==> config.mk <==
export PLATFORM = sky130hd
export DESIGN_NAME = sw_stream_feeder
export DESIGN_NICKNAME = d
export VERILOG_FILES = /design/src/rtl/sw_pkg.sv /design/src/rtl/sw_seq_buffer.sv /design/src/rtl/sw_stream_feeder.sv
export SDC_FILE = /design/constraint.sdc
export NUM_CORES = 1
export LEC_CHECK = 0
export CAP_MARGIN = 20
export CORE_UTILIZATION = 46
export DETAILED_ROUTE_END_ITERATION = 16
export PLACE_DENSITY_LB_ADDON = 0.05
export SLEW_MARGIN = 5
export SYNTH_ARGS = -nofsm -noshare
export SYNTH_HDL_FRONTEND = slang
export SYNTH_SLANG_ARGS = --single-unit
==> constraint.sdc <==
create_clock -name clk -period 3.7 [get_ports clk]
set_input_delay 0.74 -clock clk [delete_from_list [all_inputs] [get_ports clk]]
set_output_delay 0.74 -clock clk [all_outputs]
set_load 0.05 [all_outputs]
==> src/rtl/sw_pkg.sv <==
// Shared definitions for the Smith-Waterman core and its stream feeder:
// base codes, sequence lengths, result widths and the feeder state type.
package sw_pkg;

  localparam logic [1:0] BASE_A = 2'd0;
  localparam logic [1:0] BASE_C = 2'd1;
  localparam logic [1:0] BASE_G = 2'd2;
  localparam logic [1:0] BASE_T = 2'd3;

  localparam int REF_LEN         = 64;
  localparam int QUERY_LEN       = 48;
  localparam int WIDTH_SCORE     = 8;
  localparam int WIDTH_POS_REF   = 7;
  localparam int WIDTH_POS_QUERY = 6;
  localparam int TIMEOUT         = 4095;

  localparam int ADDR_W = 6;
  localparam int BEAT_W = 7;
  localparam int WAIT_W = 12;

  typedef enum logic [1:0] {
    IDLE,
    STREAM,
    WAIT_RES,
    DONE
  } feeder_state_t;

endpackage

==> src/rtl/sw_seq_buffer.sv <==
// Reference and query base buffers: one shared write port and one
// combinational read port that returns both sequences at the same index.
module sw_seq_buffer
  import sw_pkg::*;
(
  input  logic              clk,
  input  logic              reset,
  input  logic              wr_en,
  input  logic              wr_sel,
  input  logic [ADDR_W-1:0] wr_addr,
  input  logic [1:0]        wr_data,
  input  logic [ADDR_W-1:0] rd_idx,
  output logic [1:0]        rd_ref,
  output logic [1:0]        rd_query
);

  logic [1:0] ref_mem   [REF_LEN];
  logic [1:0] query_mem [QUERY_LEN];

  // NOTE: these buffers are cleared by reset on purpose, so a run started
  // straight after reset streams defined all-A sequences rather than X.
  always_ff @(posedge clk or negedge reset) begin
    if (!reset) begin
      for (int i = 0; i < REF_LEN; i++)   ref_mem[i]   <= BASE_A;
      for (int i = 0; i < QUERY_LEN; i++) query_mem[i] <= BASE_A;
    end else if (wr_en) begin
      if (!wr_sel)
        ref_mem[wr_addr] <= wr_data;
      else if (int'(wr_addr) < QUERY_LEN)
        query_mem[wr_addr] <= wr_data;
    end
  end

  assign rd_ref   = ref_mem[rd_idx];
  assign rd_query = (int'(rd_idx) < QUERY_LEN) ? query_mem[rd_idx] : BASE_A;

endmodule

==> src/rtl/sw_stream_feeder.sv <==
// Streams the stored reference/query pair into the scoring core as one
// valid burst, waits for finish (or times out) and hands the result to the host.
module sw_stream_feeder
  import sw_pkg::*;
(
  input  logic                       clk,
  input  logic                       reset,
  input  logic                       wr_en,
  input  logic                       wr_sel,
  input  logic [ADDR_W-1:0]          wr_addr,
  input  logic [1:0]                 wr_data,
  input  logic                       start,
  output logic                       busy,
  output logic                       sw_valid,
  output logic [1:0]                 sw_data_ref,
  output logic [1:0]                 sw_data_query,
  input  logic                       sw_finish,
  input  logic [WIDTH_SCORE-1:0]     sw_max,
  input  logic [WIDTH_POS_REF-1:0]   sw_pos_ref,
  input  logic [WIDTH_POS_QUERY-1:0] sw_pos_query,
  output logic                       res_valid,
  input  logic                       res_ready,
  output logic [WIDTH_SCORE-1:0]     res_max,
  output logic [WIDTH_POS_REF-1:0]   res_pos_ref,
  output logic [WIDTH_POS_QUERY-1:0] res_pos_query,
  output logic                       res_timeout
);

  feeder_state_t              state, state_d;
  logic [BEAT_W-1:0]          beat_cnt, beat_cnt_d;
  logic [WAIT_W-1:0]          wait_cnt, wait_cnt_d;
  logic                       busy_d, sw_valid_d, res_valid_d, res_timeout_d;
  logic [1:0]                 sw_data_ref_d, sw_data_query_d;
  logic [WIDTH_SCORE-1:0]     res_max_d;
  logic [WIDTH_POS_REF-1:0]   res_pos_ref_d;
  logic [WIDTH_POS_QUERY-1:0] res_pos_query_d;

  logic              buf_we;
  logic [ADDR_W-1:0] rd_idx;
  logic [1:0]        rd_ref, rd_query, next_ref, next_query;

  assign buf_we = wr_en && (state == IDLE);

  // The output registers are loaded with the beat that follows the one on the bus.
  assign rd_idx = (state == STREAM) ? beat_cnt[ADDR_W-1:0] + 6'd1 : '0;

  sw_seq_buffer u_buf (
    .clk      (clk),
    .reset    (reset),
    .wr_en    (buf_we),
    .wr_sel   (wr_sel),
    .wr_addr  (wr_addr),
    .wr_data  (wr_data),
    .rd_idx   (rd_idx),
    .rd_ref   (rd_ref),
    .rd_query (rd_query)
  );

  // A write landing in the same cycle as start must reach beat 0, so bypass it.
  assign next_ref   = (buf_we && !wr_sel && wr_addr == rd_idx) ? wr_data : rd_ref;
  assign next_query = (buf_we && wr_sel && wr_addr == rd_idx && int'(rd_idx) < QUERY_LEN)
                      ? wr_data : rd_query;

  // NOTE: every signal gets a default first, so no path through the case
  // statement can leave one unassigned and infer a latch.
  always_comb begin
    state_d         = state;
    beat_cnt_d      = beat_cnt;
    wait_cnt_d      = wait_cnt;
    sw_valid_d      = 1'b0;
    sw_data_ref_d   = BASE_A;
    sw_data_query_d = BASE_A;
    res_max_d       = res_max;
    res_pos_ref_d   = res_pos_ref;
    res_pos_query_d = res_pos_query;
    res_timeout_d   = res_timeout;

    case (state)
      IDLE: begin
        if (start) begin
          state_d         = STREAM;
          beat_cnt_d      = '0;
          sw_valid_d      = 1'b1;
          sw_data_ref_d   = next_ref;
          sw_data_query_d = next_query;
        end
      end
      STREAM: begin
        if (beat_cnt == BEAT_W'(REF_LEN - 1)) begin
          state_d    = WAIT_RES;
          wait_cnt_d = '0;
        end else begin
          beat_cnt_d      = beat_cnt + 7'd1;
          sw_valid_d      = 1'b1;
          sw_data_ref_d   = next_ref;
          sw_data_query_d = next_query;
        end
      end
      WAIT_RES: begin
        wait_cnt_d = wait_cnt + 12'd1;
        if (sw_finish) begin
          state_d         = DONE;
          res_max_d       = sw_max;
          res_pos_ref_d   = sw_pos_ref;
          res_pos_query_d = sw_pos_query;
          res_timeout_d   = 1'b0;
        end else if (wait_cnt == WAIT_W'(TIMEOUT - 1)) begin
          state_d         = DONE;
          res_max_d       = '0;
          res_pos_ref_d   = '0;
          res_pos_query_d = '0;
          res_timeout_d   = 1'b1;
        end
      end
      DONE: begin
        if (res_ready) state_d = IDLE;
      end
      default: state_d = IDLE;
    endcase

    busy_d      = (state_d != IDLE);
    res_valid_d = (state_d == DONE);
  end

  // NOTE: state is updated with non-blocking assignments so every register
  // samples the pre-edge values, independent of statement order.
  always_ff @(posedge clk or negedge reset) begin
    if (!reset) begin
      state         <= IDLE;
      beat_cnt      <= '0;
      wait_cnt      <= '0;
      busy          <= 1'b0;
      sw_valid      <= 1'b0;
      sw_data_ref   <= BASE_A;
      sw_data_query <= BASE_A;
      res_valid     <= 1'b0;
      res_max       <= '0;
      res_pos_ref   <= '0;
      res_pos_query <= '0;
      res_timeout   <= 1'b0;
    end else begin
      state         <= state_d;
      beat_cnt      <= beat_cnt_d;
      wait_cnt      <= wait_cnt_d;
      busy          <= busy_d;
      sw_valid      <= sw_valid_d;
      sw_data_ref   <= sw_data_ref_d;
      sw_data_query <= sw_data_query_d;
      res_valid     <= res_valid_d;
      res_max       <= res_max_d;
      res_pos_ref   <= res_pos_ref_d;
      res_pos_query <= res_pos_query_d;
      res_timeout   <= res_timeout_d;
    end
  end

endmodule
# Word level (Yosys, flattened, before mapping)
# Index checks and enable logic that the tools add are counted.
classes:
  add_sub_neg: 3
  reduce_logical: 18
  magnitude_cmp: 5
  n_mux: 42
  eq_ne: 10
  bitwise_logic: 3
op_table:
  columns: ["operator", "count"]
  rows:
  - ["128-bit bitwise mux", 1]
  - ["96-bit bitwise mux", 1]
  - ["2-bit 2-to-1 mux", 17]
  - ["7-bit 2-to-1 mux", 4]
  - ["2-bit binary-select mux with 6-bit select", 2]
  - ["12-bit case mux with 2 select lines", 1]
  - ["6-bit 2-to-1 mux", 3]
  - ["8-bit 2-to-1 mux", 2]
  - ["7-bit >= comparator, second input constant", 2]
  - ["6-bit inverter with 7-bit output", 2]
  - ["7-bit case mux with 2 select lines", 1]
  - ["12-bit by 1-bit adder with 12-bit output, second input constant", 1]
  - ["2-bit demux with 6-bit select", 1]
  - ["12-bit equality test, second input constant", 1]
  - ["6-bit < comparator, second input constant", 2]
  - ["12-bit 2-to-1 mux", 1]
  - ["2-bit case mux with 2 select lines", 2]
  - ["2-bit case mux with 4 select lines", 1]
  - ["2-bit nonzero test", 4]
  - ["7-bit by 1-bit adder with 7-bit output, second input constant", 1]
  - ["7-bit by 6-bit equality test with 1-bit output, second input constant", 1]
  - ["1-bit logical AND", 7]
  - ["7-bit by 1-bit < comparator with 1-bit output, second input constant", 1]
  - ["6-bit by 1-bit adder with 6-bit output, second input constant", 1]
  - ["12 further kinds", 21]
totals:
  output_inout_bits: 29
  reg_bits: 274
  inputBits: 36

# Logic depth before layout (Yosys ltp)
# Gate-level depths: netlist of the first run.
logic_depth:
  depth_word: 10
  mapped_depth: 11
  depth_no_buf: 8

# By module
# Synthesis of the first run repeated with hierarchy kept, for this count alone.
hier_totals:
  cells_unflattened: 988
  hier_area_um2: 13092.6
modules_own_cells:
  columns: ["mod", "seq_area_each_um2", "cells_per_inst", "instances", "area_per_inst_um2"]
  rows:
  - ["sw_seq_buffer", 5605.4, 791, 1, 10866.7]
  - ["sw_stream_feeder", 1251.2, 197, 1, 2225.9]

# Least setup slack after synthesis of the first run
# Ideal clock, no wire load.
synth_path:
  path_type: "register -> register"
  start: "register beat_cnt[0]"
  end: "register sw_data_query[1]"
  arrival_ns: 2.371
  slack_ns: 1.194
  required_ns: 3.565
  n_path_buf: 1
  path_stages_with_launch: 10
  path_cell_list: "dfrtp_1 > ha_1 > xor2_1 > buf_6 > mux4_2 > or3_1 > a21oi_1 > nor4_1 > nor4b_1 > nor3_1"
synth_between:
  elab_chain_cells: 10
  word_cells_on_any_way: 16
synth_lines:
  columns: ["element", "line", "text"]
  rows:
  - ["start: declaration", "sw_stream_feeder.sv:30", "logic [BEAT_W-1:0] beat_cnt, beat_cnt_d;"]
  - ["start signal: assignment", "sw_stream_feeder.sv:143", "beat_cnt <= beat_cnt_d;"]
  - ["6-bit by 1-bit adder with 6-bit output", "sw_stream_feeder.sv:45", "assign rd_idx = (state == STREAM) ? beat_cnt[ADDR_W-1:0] + 6'd1 : '0;"]
  - ["6-bit 2-to-1 mux", "sw_stream_feeder.sv:45", null]
  - ["6-bit inverter with 7-bit output (implied by the code)", "sw_seq_buffer.sv:35", "assign rd_query = (int'(rd_idx) < QUERY_LEN) ? query_mem[rd_idx] : BASE_A;"]
  - ["2-bit binary-select mux with 6-bit select", "sw_seq_buffer.sv:35", null]
  - ["2-bit 2-to-1 mux (implied by the code) (2 in series)", "sw_seq_buffer.sv:35", null]
  - ["2-bit 2-to-1 mux", "sw_seq_buffer.sv:35", null]
  - ["2-bit 2-to-1 mux", "sw_stream_feeder.sv:62", "? wr_data : rd_query;"]
  - ["2-bit 2-to-1 mux (on tied branches)", "sw_stream_feeder.sv:89, sw_stream_feeder.sv:80", null]
  - ["2-bit case mux with 2 select lines *", "sw_stream_feeder.sv:78", "case (state)"]
  - ["net sw_data_query_d[1]", "sw_stream_feeder.sv:33", "logic [1:0] sw_data_ref_d, sw_data_query_d;"]
  - ["end signal: assignment", "sw_stream_feeder.sv:148", "sw_data_query <= sw_data_query_d;"]
  - ["end: declaration", "sw_stream_feeder.sv:16", "output logic [1:0] sw_data_query,"]
# The timed path passes the listed nets; every way through them passes the cells marked *. The select of a mux whose other input is x is not followed.
# A chain may end at the register's enable or synchronous reset.

# Worst setup path after layout of the first run
layout_path:
  start: "register beat_cnt[0]"
  end: "register sw_data_ref[0]"
layout_between:
  elab_chain_cells: 9
  word_cells_on_any_way: 13
layout_lines:
  columns: ["element", "line", "text"]
  rows:
  - ["6-bit by 1-bit adder with 6-bit output", "sw_stream_feeder.sv:45", null]
  - ["6-bit 2-to-1 mux", "sw_stream_feeder.sv:45", null]
  - ["6-bit inverter with 7-bit output (implied by the code)", "sw_seq_buffer.sv:34", "assign rd_ref = ref_mem[rd_idx];"]
  - ["2-bit binary-select mux with 6-bit select", "sw_seq_buffer.sv:34", null]
  - ["2-bit 2-to-1 mux (implied by the code) (2 in series)", "sw_seq_buffer.sv:34", null]
  - ["2-bit 2-to-1 mux", "sw_stream_feeder.sv:60", "assign next_ref = (buf_we && !wr_sel && wr_addr == rd_idx) ? wr_data : rd_ref;"]
  - ["2-bit 2-to-1 mux (on tied branches)", "sw_stream_feeder.sv:89, sw_stream_feeder.sv:80", null]
  - ["2-bit case mux with 2 select lines *", "sw_stream_feeder.sv:78", null]
  - ["net sw_data_ref_d[0]", "sw_stream_feeder.sv:33", null]
  - ["end signal: assignment", "sw_stream_feeder.sv:147", "sw_data_ref <= sw_data_ref_d;"]
  - ["end: declaration", "sw_stream_feeder.sv:15", "output logic [1:0] sw_data_ref,"]
# Marked as above.

==> results of run 1 <==
layer usage:
layer / GRT usage (%) / vias to the layer above / part of all wire (%)
li1: - / 4440 / -
met1: 34.5 / 4945 / 44
met2: 41.7 / 266 / 48
met3: 3.50 / 85 / 4.4
met4: 9.24 / 0 / 3.8
met5: 0 / - / 0
how the worst min path moves through the flow:
| stage | start | endpoint | slack [ns] |
|---|---|---|---|
| after floorplan | reset | beat_cnt[0]$_DFFE_PN0P_ | 0.44 |
| after global routing | reset | u_buf.query_mem[35]$_DFFE_PN0P_ | 0.23 |
| final | reset | u_buf.query_mem[35]$_DFFE_PN0P_ | 0.18 |
| after CTS | reset | u_buf.query_mem[35]$_DFFE_PN0P_ | 0.20 |
| after global placement | wait_cnt[11]$_DFFE_PN0P_ | wait_cnt[11]$_DFFE_PN0P_ | 0.48 |
| after detailed placement | wait_cnt[10]$_DFFE_PN0P_ | wait_cnt[10]$_DFFE_PN0P_ | 0.48 |
cell type report:
cell class                      count  area, µm²  share of cell area, %
Clock inverter                      6       57.6                  0.362
Multi-Input combinational cell    835       6490                   40.8
Inverter                            5       18.8                  0.118
Clock buffer                       49        953                   5.99
Sequential cell                   274       6860                   43.1
Tap cell                          384        480                   3.02
Timing Repair Buffer              112       1050                   6.63
power by group through the flow:
stage | clock network, mW | registers (mW) | logic, mW
global placement | 0 | 3.63 | 4.65
finish | 3.03 | 3.59 | 4.69
detailed placement | 0 | 3.65 | 4.66
global route | 3.21 | 3.64 | 5.02
CTS | 3.10 | 3.59 | 4.68
floorplan | 0 | 4.01 | 2.74
cells by family after synthesis:
kind of cell / Yosys count / share of synthesized area, %
adders and majority gates: 3 / 0.274
AOI/OAI and AO/OA: 175 / 8.42
and+or+nand+nor: 366 / 12.4
xor gates and xnor gates: 10 / 0.830
muxes: 281 / 25.0
DFF: 274 / 50.0
buffers and inverters: 89 / 3.10
through the flow:
step	util, %	std cells	cell area, µm²	hold slack, ns	total power, mW
2_1_floorplan	-	1198	13700	0.444	6.75
3_3_place_gp	51.3	1609	14900	0.478	8.28
3_5_place_dp	51.3	1609	14900	0.483	8.31
4_1_cts	54.8	1664	15900	0.197	11.4
5_1_grt	54.9	1665	15900	0.229	11.9
6_report	54.9	1665	15900	0.178	11.3
placed cells by master (no fill, tap or decap), drive strengths merged, types with 8 or more instances in the layout:
cell type        n
buf             51
a21oi           26
nand3           19
clkbuf          49
dfrtp          274
or3              9
nor3            13
o311ai           8
clkdlybuf4s50   61
nor2            55
mux2i           26
o21ai           62
nand2          195
nand2b          28
mux4            23
o22ai           12
o211ai           8
mux2           232
o31ai            8
critical path: stages (launching register included):
cell                        delay, ns
sky130_fd_sc_hd__dfrtp_4         0.55
sky130_fd_sc_hd__ha_2            0.33
sky130_fd_sc_hd__xor2_4          0.41
sky130_fd_sc_hd__buf_4           0.34
sky130_fd_sc_hd__mux4_2          0.53
sky130_fd_sc_hd__o221ai_1        0.21
sky130_fd_sc_hd__o21ai_0         0.12
sky130_fd_sc_hd__a2111oi_0       0.49
sky130_fd_sc_hd__o21ai_1         0.13
registers in the layout, indices dropped and copies added (netlist names):
name,cells
state,2
u_buf.query_mem,96
res_max,8
sw_data_ref,2
res_pos_ref,7
busy,1
sw_valid,1
res_pos_query,6
res_valid,1
u_buf.ref_mem,128
res_timeout,1
beat_cnt,7
sw_data_query,2
wait_cnt,12
==> insert_results.sql, run 1 <==
INSERT INTO impl_metrics (metric_group, metric, value, unit) VALUES
('setup_path', 'worst_setup_path_end_kind', 'register', ''),
('route', 'route.detailed.drc', '0', ''),
('run_status', 'run_status', 'finished, final reports clean', ''),
('cts', 'cts_sinks', '274', ''),
('route', 'routed_via_density', '5.85', ''),
('route', 'drt_iter0_drc', '634', ''),
('route', 'firstDrtPassIters', '5', ''),
('global_route', 'grt_pass1_vias', '10000', ''),
('hold_path', 'hp-class', 'primary input to async pin', ''),
('yosys', 'synth_enable_flop_cells', '0', ''),
('yosys', 'synth_cell_types', '81', ''),
('sta', 'finalHoldViolations', '0', ''),
('setup_path', 'critPathLaunchType', 'register', ''),
('setup_path', 'timing.critical_path.required', '4.13', 'ns'),
('sta', 'finalClockSkew', '0.0245', 'ns'),
('pwr', 'power.clock.fraction', '26.7', '%'),
('yosys', 'async_flop_share', '100', '%'),
('yosys', 'ys_top_cells_by_count', '274 x sky130_fd_sc_hd__dfrtp_1, 232 x sky130_fd_sc_hd__mux2_2, 194 x sky130_fd_sc_hd__nand2_1, 58 x sky130_fd_sc_hd__o21ai_0, 52 x sky130_fd_sc_hd__nor2_1', ''),
('route', 'detail_route.wirelength', '37.7', 'mm'),
('cts', 'cts.htree.levels', '1', ''),
('floorplanning', 'design.core.area', '0.0290', 'mm²'),
('global_route', 'antenna_violations_before_repair', '1', ''),
('placement', 'dpl_worst_slack', '0.415', 'ns'),
('pwr', 'seq_power_share', '31.8', '%'),
('sta', 'setup_total_negative_slack', '0', 'ns'),
('cts', 'clock_tree.buffer_depth', '3', ''),
('pwr', 'power.switching_fraction', '39.0', '%'),
('sta', 'fin_crit_sh', '87.3', '%'),
('finish', 'flow.area_growth_from_synthesis', '16.0', '%'),
('sta', 'worst_slew_margin_rel', '29.9', '%'),
('pwr', 'leakage', '7.32', 'nW'),
('yosys', 'area_share_of_the_largest_cell_type_after_synthesis', '50.0', '%'),
('floorplanning', 'die_w', '175', 'µm'),
('cts', 'number_of_buffers_inserted_by_post_cts_setup_repair', '0', ''),
('setup_path', 'critical_path.reg2reg.startpoint', 'beat_cnt[0]$_DFFE_PN0P_', ''),
('sta', 'worst_slack', '0.470', 'ns'),
('yosys', 'syn-instance-count', '1198', ''),
('route', 'detailroute.via_count', '9736', ''),
('floorplanning', 'ios', '65', ''),
('setup_path', 'crit_path_end', 'sw_data_ref[0]$_DFF_PN0_', ''),
('global_route', 'grt_first_pass_wirelength', '59.7', 'mm'),
('setup_path', 'setup.worst_path.start', 'beat_cnt[0]$_DFFE_PN0P_', ''),
('cts', 'clk_pin_slew', '0.06', 'ns'),
('global_route', 'grt.overflow.total', '0', ''),
('finish', 'n_antenna_cell', '0', ''),
('sta', 'setup_violations', '0', ''),
('sta', 'slew_violations', '0', ''),
('yosys', 'synth.net_count', '1237', ''),
('sta', 'worstMarginPinSlew', '1.05', 'ns'),
('yosys', 'yosysSeqAreaShare', '50.0', '%'),
('setup_path', 'number_of_cells_on_the_worst_reg_to_reg_path', '8', ''),
('setup_path', 'path_class', 'register to register', ''),
('cts', 'cts_repair_resize_count', '0', ''),
('placement', 'gp_congestion', '0.874', ''),
('run', 'timing.max_cap.violations', '0', ''),
('pwr', 'internal-power', '6.91', 'mW'),
('finish', 'layout-drive-gt1-share', '29.4', '%'),
('cts', 'clk_root_buffer_cell', 'sky130_fd_sc_hd__clkbuf_16', ''),
('setup_path', 'worst-path-max-fanout', '19', ''),
('cts', 'insertion_delay', '0.57', 'ns'),
('cts', 'cts_made_buffers', '30', ''),
('global_route', 'globalRouteTotalUtil', '25.4', '%'),
('yosys', 'synth_ff_type', 'sky130_fd_sc_hd__dfrtp_1', ''),
('cts', 'cts_tree', 'done', ''),
('cts', 'cts_hold_buf', '0', ''),
('route', 'drtAntennaViolNets', '0', ''),
('setup_path', 'regToRegSetupSlack', '0.47', 'ns'),
('placement', 'buffer_ports.inserted', '64', ''),
('pwr', 'switching_power', '4.41', 'mW'),
('pwr', 'worst_ir_drop_vdd', '0.447', 'mV'),
('yosys', 'yosys_register_bits', '274', '');
No activity file was read; power rests on OpenSTA's default activity.
==> run 2: changes to the inputs <==
==> constraint.sdc (replaced) <==
create_clock -name clk -period 3.7 [get_ports clk]
set_input_delay 0.555 -clock clk [delete_from_list [all_inputs] [get_ports clk]]
set_output_delay 0.555 -clock clk [all_outputs]
set_load 0.05 [all_outputs]
==> insert_results.sql, run 2 (same netlist as run 1, synthesis figures left out) <==
INSERT INTO impl_metrics (metric_group, metric, value, unit) VALUES
('pwr', 'worst_ir_drop_vdd', '0.475', 'mV'),
('cts', 'cts_hold_buf', '0', ''),
('sta', 'finalClockSkew', '0.0158', 'ns'),
('cts', 'cts.htree.levels', '1', ''),
('cts', 'cts_sinks', '274', ''),
('sta', 'setup_violations', '0', ''),
('run', 'timing.max_cap.violations', '0', ''),
('pwr', 'power-per-cell-area', '704', 'mW/mm²'),
('finish', 'area_of_combinational_cells_with_multiple_inputs', '0.00649', 'mm²'),
('floorplanning', 'floorplan.die.height', '175', 'µm'),
('cts', 'insertion_delay', '0.56', 'ns'),
('floorplanning', 'design.core.area', '0.0290', 'mm²'),
('placement', 'dp.final_hpwl', '23.6', 'mm'),
('sta', 'finalHoldViolations', '0', ''),
('finish', 'final.fill_count', '2591', ''),
('placement', 'gp_congestion', '0.865', ''),
('route', 'drt_iter0_drc', '639', ''),
('finish', 'n_antenna_cell', '0', ''),
('global_route', 'grt_first_pass_wirelength', '58.0', 'mm'),
('floorplanning', 'initial_core_util', '47.3', '%'),
('setup_path', 'critPathLaunchType', 'register', ''),
('route', 'routed_via_density', '5.77', ''),
('route', 'detailed_route_wire_length_per_cell', '22.0', 'µm'),
('placement', 'placed_cells_incl_taps', '1600', ''),
('route', 'detail_route.wirelength', '36.4', 'mm'),
('cts', 'cts_repair_resize_count', '0', ''),
('pwr', 'power_total', '11.1', 'mW'),
('finish', 'most-common-layout-cells', '273 x sky130_fd_sc_hd__dfrtp_1, 232 x sky130_fd_sc_hd__mux2_2, 194 x sky130_fd_sc_hd__nand2_1, 61 x sky130_fd_sc_hd__clkdlybuf4s50_1, 57 x sky130_fd_sc_hd__o21ai_0', ''),
('setup_path', 'timing.critical_path.required', '4.15', 'ns'),
('run_status', 'run_status', 'finished, final reports clean', ''),
('finish', 'final_cells', '1655', ''),
('floorplanning', 'die_w', '175', 'µm'),
('pwr', 'leakage', '7.27', 'nW'),
('setup_path', 'arrival_time_reported_for_the_critical_path_endpoint', '3.44', 'ns'),
('finish', 'final_net_count', '1287', ''),
('cts', 'number_of_buffers_inserted_by_post_cts_setup_repair', '0', ''),
('hold_path', 'hp-class', 'primary input to async pin', ''),
('setup_path', 'worst_setup_path_end_kind', 'register', ''),
('global_route', 'grt_pass1_vias', '9725', ''),
('placement', 'buffer_ports.inserted', '64', ''),
('sta', 'rsz0062_at_grt', 'no', ''),
('finish', 'regMostFlops', 'u_buf.ref_mem', ''),
('cts', 'cts_made_buffers', '30', ''),
('finish', 'final_common_cell', 'sky130_fd_sc_hd__dfrtp_1', ''),
('floorplanning', 'ios', '65', ''),
('sta', 'fmax', '335', 'MHz'),
('setup_path', 'path_class', 'register to register', ''),
('finish', 'layout-drive-gt1-share', '28.9', '%'),
('global_route', 'grt.overflow.total', '0', ''),
('floorplanning', 'placementRows', '62', ''),
('route', 'drtAntennaViolNets', '0', ''),
('sta', 'worst_slew_margin_rel', '40.1', '%'),
('route', 'detailroute.via_count', '9551', ''),
('cts', 'cts_tree', 'done', ''),
('finish', 'reg_top3', 'u_buf.ref_mem (128), u_buf.query_mem (96), wait_cnt (12)', ''),
('route', 'route.detailed.drc', '0', ''),
('finish', 'flow.area_growth_from_synthesis', '15.3', '%'),
('cts', 'clk_root_buffer_cell', 'sky130_fd_sc_hd__clkbuf_16', ''),
('route', 'firstDrtPassIters', '5', ''),
('sta', 'setup_total_negative_slack', '0', 'ns'),
('cts', 'clock_tree.buffer_depth', '3', ''),
('sta', 'slew_violations', '0', ''),
('sta', 'fin_crit_sh', '80.8', '%'),
('setup_path', 'worst-path-max-fanout', '19', ''),
('finish', 'largest_reg_flops', '128', ''),
('floorplanning', 'die_area', '0.0305', 'mm²'),
('global_route', 'globalRouteTotalUtil', '24.5', '%'),
('sta', 'fin_crit', '2.99', 'ns'),
('global_route', 'antenna_violations_before_repair', '0', ''),
('global_route', 'pin_count_of_the_biggest_net_entering_global_routing', '101', ''),
('sta', 'worstMarginPinSlew', '0.899', 'ns'),
('finish', 'final-seq-area', '0.00686', 'mm²'),
('cts', 'clk_pin_slew', '0.06', 'ns');
run 2: final cells by class:
class                           count  area share (%)
Sequential cell                   274            43.3
Tap cell                          384            3.04
Timing Repair Buffer              102            6.32
Inverter                            5           0.119
Clock inverter                      7           0.316
Clock buffer                       48            5.87
Multi-Input combinational cell    835            41.0
run 2: metal layers:
| layer | vias up | wire (µm) | global-route usage (%) |
|---|---|---|---|
| met5 | - | 0 | 0 |
| met4 | 0 | 836 | 6.23 |
| met3 | 47 | 1820 | 3.26 |
| met2 | 245 | 17100 | 39.7 |
| met1 | 4817 | 16700 | 34.9 |
| li1 | 4442 | - | - |
run 2: path summary, 6_finish.rpt:
check / startpoint / to / slack, ns / cells after the start
setup / recovery: state[0]$_DFF_PN0_ / u_buf.ref_mem[119]$_DFFE_PN0P_ / 0.71 / 7
hold / removal: reset / u_buf.query_mem[9]$_DFFE_PN0P_ / 0.05 / 1
setup reg to reg: state[0]$_DFF_PN0_ / u_buf.ref_mem[119]$_DFFE_PN0P_ / 0.71 / 7
hold reg to reg: u_buf.ref_mem[93]$_DFFE_PN0P_ / u_buf.ref_mem[93]$_DFFE_PN0P_ / 0.49 / 1
max in group asynchronous: reset / u_buf.ref_mem[1]$_DFFE_PN0P_ / 2.81 / 2
min in group clk: u_buf.ref_mem[93]$_DFFE_PN0P_ / u_buf.ref_mem[93]$_DFFE_PN0P_ / 0.49 / 1
run 2: stage by stage:
| stage | utilization [%] | hold slack [ns] | worst slack, ns | cell area (µm²) |
|---|---|---|---|---|
| after floorplan | - | 0.259 | 1.19 | 13700 |
| after CTS | 54.6 | 0.0787 | 0.717 | 15800 |
| after global placement | 51.2 | 0.479 | 0.695 | 14800 |
| final | 54.6 | 0.0492 | 0.712 | 15800 |
| after global routing | 54.6 | 0.114 | 0.541 | 15800 |
| after detailed placement | 51.2 | 0.483 | 0.678 | 14800 |
run 2: report_power, final:
group	internal, mW	total (mW)	leakage (nW)	switching (mW)
Sequential	3.32	3.57	3.75	0.252
Clock	1.71	2.92	0.488	1.22
Combinational	1.73	4.65	3.03	2.92
run 2: worst max-delay path: stages (launching register included):
cell and delay [ns]:
sky130_fd_sc_hd__dfrtp_1 0.69, sky130_fd_sc_hd__or3b_1 0.45, sky130_fd_sc_hd__mux2i_4 0.38, sky130_fd_sc_hd__xnor2_2 0.18, sky130_fd_sc_hd__nand2_1 0.19, sky130_fd_sc_hd__nor3_2 0.52, sky130_fd_sc_hd__nand2_1 0.18, sky130_fd_sc_hd__mux2_2 0.30
